[src/rtl/ulpi_reg_writer.sv]
// rtl/ulpi_reg_writer.sv - ULPI link-side PHY register writer with standalone STP and nxt timeout
module ulpi_reg_writer #(
    parameter int NXT_TIMEOUT = 255
) (
    input  logic       clock,
    input  logic       reset_n,
    input  logic       ulpi_dir,
    input  logic       ulpi_nxt,
    output logic [7:0] ulpi_data_o,
    output logic       ulpi_data_oe,
    output logic       ulpi_stp,
    input  logic       phy_write_i,
    input  logic       phy_stop_i,
    input  logic [7:0] phy_addr_i,
    input  logic [7:0] phy_data_i,
    output logic       phy_busy_o,
    output logic       phy_done_o,
    output logic       phy_err_o
);

    typedef enum logic [2:0] {
        S_IDLE,
        S_CMD,
        S_DATA,
        S_STP,
        S_STOP,
        S_DONE,
        S_ABORT
    } state_t;

    localparam logic [8:0] WAIT_LAST = 9'(NXT_TIMEOUT - 1);

    state_t     state;
    state_t     state_nxt;
    logic       dir_q;
    logic       rst_stp;
    logic       err_q;
    logic       err_nxt;
    logic [7:0] addr_q;
    logic [7:0] addr_nxt;
    logic [7:0] data_q;
    logic [7:0] data_nxt;
    logic [8:0] wait_cnt;
    logic [8:0] wait_nxt;
    logic [7:0] bus_data;
    logic       bus_stp;
    logic       owned;
    logic       timeout;

    // The turnaround cycle after the PHY releases the bus is not ours yet.
    assign owned   = !ulpi_dir && !dir_q;
    assign timeout = (wait_cnt >= WAIT_LAST);

    always_ff @(posedge clock or negedge reset_n) begin
        if (!reset_n) begin
            state    <= S_IDLE;
            dir_q    <= 1'b1;
            rst_stp  <= 1'b1;
            err_q    <= 1'b0;
            addr_q   <= 8'h00;
            data_q   <= 8'h00;
            wait_cnt <= 9'd0;
        end else begin
            state    <= state_nxt;
            dir_q    <= ulpi_dir;
            rst_stp  <= 1'b0;
            err_q    <= err_nxt;
            addr_q   <= addr_nxt;
            data_q   <= data_nxt;
            wait_cnt <= wait_nxt;
        end
    end

    always_comb begin
        state_nxt  = state;
        err_nxt    = err_q;
        addr_nxt   = addr_q;
        data_nxt   = data_q;
        wait_nxt   = wait_cnt;
        bus_data   = 8'h00;
        bus_stp    = 1'b0;
        phy_busy_o = 1'b1;
        phy_done_o = 1'b0;
        phy_err_o  = 1'b0;
        case (state)
            S_IDLE: begin
                phy_busy_o = 1'b0;
                if (owned) begin
                    if (phy_stop_i) begin
                        state_nxt = S_STOP;
                        err_nxt   = 1'b0;
                    end else if (phy_write_i) begin
                        state_nxt = S_CMD;
                        err_nxt   = 1'b0;
                        addr_nxt  = phy_addr_i;
                        data_nxt  = phy_data_i;
                        wait_nxt  = 9'd0;
                    end
                end
            end
            S_CMD: begin
                bus_data = addr_q;
                if (ulpi_dir) begin
                    state_nxt = S_ABORT;
                end else if (ulpi_nxt) begin
                    state_nxt = S_DATA;
                    wait_nxt  = 9'd0;
                end else if (timeout) begin
                    state_nxt = S_STP;
                    err_nxt   = 1'b1;
                end else begin
                    wait_nxt = wait_cnt + 9'd1;
                end
            end
            S_DATA: begin
                bus_data = data_q;
                if (ulpi_dir) begin
                    state_nxt = S_ABORT;
                end else if (ulpi_nxt) begin
                    state_nxt = S_STP;
                end else if (timeout) begin
                    state_nxt = S_STP;
                    err_nxt   = 1'b1;
                end else begin
                    wait_nxt = wait_cnt + 9'd1;
                end
            end
            S_STP, S_STOP: begin
                bus_stp   = 1'b1;
                state_nxt = S_DONE;
            end
            S_DONE: begin
                phy_done_o = 1'b1;
                phy_err_o  = err_q;
                state_nxt  = S_IDLE;
            end
            S_ABORT: begin
                // Retry from the TX CMD byte once the bus is ours again.
                if (owned) begin
                    state_nxt = S_CMD;
                    wait_nxt  = 9'd0;
                end
            end
            default: state_nxt = S_IDLE;
        endcase
    end

    assign ulpi_data_oe = owned;
    assign ulpi_data_o  = owned ? bus_data : 8'h00;
    assign ulpi_stp     = rst_stp | (owned & bus_stp);

endmodule

[config.mk]
export PLATFORM = sky130hd
export DESIGN_NAME = ulpi_reg_writer
export DESIGN_NICKNAME = d
export VERILOG_FILES = /design/src/rtl/ulpi_reg_writer.sv
export SDC_FILE = /design/constraint.sdc
export NUM_CORES = 1
export LEC_CHECK = 0
export ABC_AREA = 0
export BUFFER_PORTS_ARGS = -buffer_cell sky130_fd_sc_hd__buf_4
export CORE_ASPECT_RATIO = 1.4
export CORE_MARGIN = 10
export CORE_UTILIZATION = 61
export CTS_BUF_LIST = sky130_fd_sc_hd__clkbuf_4 sky130_fd_sc_hd__clkbuf_8
export DETAILED_ROUTE_END_ITERATION = 16
export PLACE_DENSITY = 0.95
export SYNTH_ARGS = -nofsm -noshare
export SYNTH_HDL_FRONTEND = slang
export SYNTH_SLANG_ARGS = --single-unit
[constraint.sdc]
create_clock -name clock -period 4.3 [get_ports clock]
set_input_delay 0.43 -clock clock [delete_from_list [all_inputs] [get_ports clock]]
set_output_delay 0.43 -clock clock [all_outputs]
set_load 0.03 [all_outputs]
After elaboration in Yosys (flattened, before gate mapping)
Index checks and enable logic that the tools add are counted.
{ "totals": {"elab_cells": 74, "register_bits": 31, "output_inout_bits": 13, "input_bits": 22} }
{ "op_classes": {"n_reduce_logical": 12, "n_mux": 33, "n_addsub": 1, "eq_ne": 17, "bitwise": 3, "n_lt_le_gt_ge": 1} }
{ "op_table": {"columns": ["op", "n"], "rows": [
  ["9-bit 2-to-1 mux", 9],
  ["9-bit one-hot mux with 4 select lines", 1],
  ["3-bit 2-to-1 mux", 9],
  ["2-bit inequality test, second input constant", 9],
  ["8-bit one-hot mux with 2 select lines", 1],
  ["3-bit one-hot mux with 5 select lines", 1],
  ["1-bit 2-to-1 mux", 10],
  ["9-bit by 1-bit adder with 9-bit output, second input constant", 1],
  ["3-bit == test, second input constant", 3],
  ["9-bit by 8-bit greater-or-equal comparator with 1-bit output, second input constant", 1],
  ["8-bit 2-to-1 mux", 1],
  ["8-bit AND reduction", 1],
  ["3-bit by 2-bit == test with 1-bit output, second input constant", 2],
  ["6-bit AND reduction", 1],
  ["4-bit AND reduction", 1],
  ["4-bit nonzero test", 1],
  ["2-bit OR reduction", 2],
  ["3-bit by 1-bit == test with 1-bit output, second input constant", 1],
  ["3-bit logical NOT", 1],
  ["3-bit inequality test, second input constant", 1],
  ["3-bit AND reduction", 1],
  ["1-bit logical NOT", 2],
  ["2-bit by 1-bit inequality test with 1-bit output, second input constant", 1],
  ["1-bit one-hot mux with 2 select lines", 1],
  ["5 further kinds", 5]
]} }

Longest topological paths before layout
{ "logic_depth": {"ltp_word": 5, "ltp_mapped": 7, "depth_no_buf": 7} }

Worst setup path after synthesis
OpenSTA, ideal clock, no wires.
{ "synth_timing": {"path_type": "input to register", "from": "input port ulpi_dir", "to": "register wait_cnt[8]", "required_time_ps": 4227, "path_slack_ps": 2120, "path_buffers": 2, "t_arrival_ps": 2107, "path_stages": 7, "setup_ps": 73, "cell_sequence": "buf_2 -> nor2_1 -> nor3_1 -> a211o_1 -> buf_6 -> or3b_1 -> a21oi_2"} }
{ "synth_via": {"elab_chain_cells": 4, "word_cells_on_any_way": 7, "classes_between": "4 x eq/ne; 3 x reduce/logical"} }
{ "synth_rtl": {"columns": ["item", "line_no", "rtl"], "rows": [
  ["start, declared", "7", "input logic ulpi_dir,"],
  ["1-bit logical NOT *", "51", "assign owned = !ulpi_dir && !dir_q;"],
  ["1-bit logical AND *", "51", null],
  ["net ulpi_data_oe", "10", "output logic ulpi_data_oe,"],
  ["2-bit inequality test (no source line)", null, null],
  ["8-bit AND reduction (no source line) *", null, null],
  ["end signal, assigned", "70", "wait_cnt <= wait_nxt;"],
  ["end, declared", "43", "logic [8:0] wait_cnt;"]
]} }
Mark *: on every way through the listed nets, which the timed path passes. The rest lies on a longest branch.
A chain may end at the register's enable or synchronous reset.

Final worst setup path
{ "layout_timing": {"from": "register state[0]", "to": "output port ulpi_data_o[5]"} }
{ "layout_via": {"elab_chain_cells": 3, "word_cells_on_any_way": 4, "classes_between": "2 x eq/ne; 2 x mux"} }
{ "layout_rtl": {"columns": ["item", "line_no", "rtl"], "rows": [
  ["start, declared", "33", "state_t state;"],
  ["start signal, assigned", "64", "state <= state_nxt;"],
  ["3-bit by 2-bit == test with 1-bit output or 3-bit by 1-bit == test with 1-bit output (tied branches)", "85", "case (state)"],
  ["8-bit one-hot mux with 2 select lines *", "85", null],
  ["8-bit 2-to-1 mux *", "149", "assign ulpi_data_o = owned ? bus_data : 8'h00;"],
  ["end, declared", "9", "output logic [7:0] ulpi_data_o,"]
]} }
Every way passes the cells marked *; elsewhere a longest branch is shown, timed or not.

==> flow_summary.ini <==
[sta]
max_clock_freq_ghz = 0.387
timing.setup.tns_ps = 0
timing_max_transition_violations_final = 0
rsz0062_at_grt = false
worst_pin_slew_ps = 755
hold_violations = 0
min_period_over_period = 0.600
finClkSkew_ps = 10.9
fin_crit_ps = 2580
timing.slew.headroom = 0.496
report.final.setup_viol = 0
timing.final.ws_setup_ps = 1720

[setup_path]
maximum_net_fanout_on_the_critical_path = 15
worst_path_max_delay_cell = sky130_fd_sc_hd__nor2b_1
timing.critical_path.arrival_ps = 2150
criticalPathCategory = flop to output pin
end_kind = output pin
critical_path.startpoint_type = flop
critPathRequiredTime_ps = 3870
crit_path_max_incr_delay_ps = 680
path_cells = nor2b_1 -> a22oi_1 -> nor2_1 -> buf_4
cp_num_buf_inv = 1
crit_family = simple AND/OR/NAND/NOR gates

[yosys]
yosysUniqueCellTypes = 46
main_combinational_cell_family_by_area_after_synthesis = compound AO/OA/AOI/OAI gates
post_synth_xor_area_fraction = 0.00502
netlist_area_sq_mm = 0.00174
ys.flop_type = sky130_fd_sc_hd__dfrtp_1
synth-edff-count = 0
synth_commonest_cells = 29 x sky130_fd_sc_hd__dfrtp_1, 19 x sky130_fd_sc_hd__nor2_1, 10 x sky130_fd_sc_hd__mux2_1, 10 x sky130_fd_sc_hd__o21ai_0, 9 x sky130_fd_sc_hd__a22oi_1
syn_area_per_cell_sq_um = 10.1
synth-compound-area-share = 0.214
synth_sequential_area_ratio = 0.446
yosys.area_share.adder = 0.0143
post_synth_top_area_share = 0.416
syn-instance-count = 172
post-synth-top-area-cell = sky130_fd_sc_hd__dfrtp_1
synthesis.nets = 196
synthesis.yosys.warnings = 0
async_set_or_reset_register_ratio_after_synthesis = 1.00
synth_most_common_cell = sky130_fd_sc_hd__dfrtp_1
register_bit_total_from_synthesis = 31
yosys.area_share.simple = 0.158
synth_area_leaders = sky130_fd_sc_hd__dfrtp_1 42%, sky130_fd_sc_hd__mux2_1 6.5%, sky130_fd_sc_hd__nor2_1 4.1%
fraction_of_synthesized_area_in_multiplexers = 0.103

[floorplan]
dieWidth_microns = 65.2
pin_count = 35
design.die.area_sq_mm = 0.00543
dieHeight_microns = 83.3
initial_core_utilization = 0.653
floorplan.rows = 22
core-area_sq_mm = 0.00267

[place]
routabilityCongestion = 0.893
port-buffer-count = 34
pre_cts_slack_ps = 2070
placedInstanceArea_sq_mm = 0.00197
post-dp-hpwl_mm = 3.26

[finish]
syn2layout_area_growth_pct = 17.6
post_route_cells_drive_above_1_share = 0.265
fill_cells = 185
finish.instance_area_sq_mm = 0.00205
finish.net_count = 227
antennaDiodeCount = 0

[route]
detail-route-antenna-nets = 0
routed_wire_length_per_instance_microns = 17.7
remaining_drc_errors = 0
wl_mm = 4.24
via_count = 1495
starting_drc_count_in_detailed_routing = 147
dr.pass1.iters = 4
post_drt_via_cell_ratio = 6.23

[clocking]
tritoncts_clock_tree = built
cts-buffers-inserted = 5
post_cts.repair.setup_buffers = 0
cts_htree_levels = 2
cts.clk_slew.worst_paths_ps = 90
worst_skew_pair.late_latency_ps = 340
clock_tree.root_cell = sky130_fd_sc_hd__clkbuf_4
sinks_on_clock_net = 31
postCtsResizedCells = 0
clockBufferDepth = 2

[grt]
grt_overflow = 0
grt_max_degree = 32
global_route.usage.total = 0.167
first_global_vias = 1579
grt_antenna_before_repair = 0
grt_pass1_wl_mm = 7.16

[worst_hold_path]
min-delay-path-class = primary input to flop

[pwr]
peakVddDrop_mv = 0.402
power_density_mw_per_mm2 = 536
power.leakage_nw = 0.960

[status]
outcome = complete, no violations

[flow_run]
max_cap_violations = 0
==> kinds of logic after synthesis <==
kind of cell             Yosys count
adder cells (fa/ha/maj)            2
other                              1
AO/OA/AOI/OAI                     53
AND/OR/NAND/NOR                   51
flip-flops                        31
buffers and inverters             17
multiplexers                      16
XOR/XNOR                           1
==> final timing paths <==
check	start	to	slack, ps	depth (start not counted)
setup / recovery	state[0]$_DFFE_PN0P_	ulpi_data_o[5]	1720	4
hold / removal	ulpi_dir	dir_q$_DFF_PN1_	250	1
setup reg to reg	state[1]$_DFFE_PN0P_	wait_cnt[4]$_DFFE_PN0P_	1990	5
hold reg to reg	addr_q[1]$_DFFE_PN0P_	addr_q[1]$_DFFE_PN0P_	500	1
max in group asynchronous	reset_n	dir_q$_DFF_PN1_	3430	2
min in group asynchronous	reset_n	wait_cnt[8]$_DFFE_PN0P_	540	2
==> per-stage QoR <==
stage	std cells	util	total power, mW	hold slack, ps
3_5_place_dp	231	0.737	0.903	381
3_3_place_gp	231	0.737	0.868	373
2_1_floorplan	172	-	0.808	134
4_1_cts	240	0.768	1.10	236
6_report	240	0.768	1.10	251
5_1_grt	240	0.768	1.18	215
==> layout make-up <==
class / instances / area, sq um / share of cell area
flip-flops and latches: 31 / 778 / 0.379
clock buffers: 7 / 65.1 / 0.0317
well taps: 36 / 45.0 / 0.0220
multi-input cells: 124 / 867 / 0.423
inverters: 6 / 22.5 / 0.0110
clock inverters: 1 / 7.51 / 0.00366
repair buffers: 35 / 265 / 0.129
==> registers in the layout (all words and copies together), names as in the netlist <==
signal    flops
wait_cnt      9
addr_q        8
state         3
data_q        8
rst_stp       1
err_q         1
dir_q         1
==> report_power, final <==
part | total [mW] | internal [mW] | switching (mW)
Combinational | 0.413 | 0.185 | 0.228
Sequential | 0.489 | 0.388 | 0.101
Clock | 0.198 | 0.0954 | 0.102
Total | 1.10 | 0.668 | 0.431
==> placed cells by master (no fill, tap or decap), types with 2 or more instances in the layout <==
master / netlist / final
sky130_fd_sc_hd__buf_4: 0 / 34
sky130_fd_sc_hd__dfrtp_1: 29 / 29
sky130_fd_sc_hd__nor2_1: 19 / 19
sky130_fd_sc_hd__o21ai_0: 10 / 10
sky130_fd_sc_hd__mux2_1: 10 / 10
sky130_fd_sc_hd__a22oi_1: 9 / 9
sky130_fd_sc_hd__nand2_1: 7 / 7
sky130_fd_sc_hd__mux2_2: 6 / 6
sky130_fd_sc_hd__inv_1: 5 / 5
sky130_fd_sc_hd__a21oi_1: 5 / 5
sky130_fd_sc_hd__clkbuf_4: 0 / 5
sky130_fd_sc_hd__nor2b_1: 4 / 4
sky130_fd_sc_hd__nor3_1: 4 / 4
sky130_fd_sc_hd__nand2b_1: 4 / 4
sky130_fd_sc_hd__o21ai_1: 4 / 4
sky130_fd_sc_hd__o41ai_1: 4 / 4
sky130_fd_sc_hd__a31oi_1: 4 / 4
sky130_fd_sc_hd__a41oi_1: 3 / 3
sky130_fd_sc_hd__or3_1: 2 / 2
sky130_fd_sc_hd__a21o_1: 2 / 2
sky130_fd_sc_hd__a211o_1: 2 / 2
sky130_fd_sc_hd__nand3_1: 2 / 2
sky130_fd_sc_hd__a211oi_1: 2 / 2
sky130_fd_sc_hd__ha_1: 2 / 2
sky130_fd_sc_hd__clkbuf_8: 0 / 2
sky130_fd_sc_hd__dfstp_2: 2 / 2
==> per-layer routing <==
layer  share of wire  global-route usage  vias up  wire length, microns
met5               0                   0        -                     0
li1                -                   -      693                     -
met4           0.031              0.0875        0                   131
met1            0.34               0.157      722                  1440
met2            0.56               0.295       64                  2390
met3           0.064              0.0645       16                   273
==> repair_timing <==
item / 4_1_cts / 5_1_grt
hold endpoints to repair: 1 / 0
hold buffers: 1 / 0
setup endpoints to repair: 0 / 0
Power figures use the tool's default switching activity.
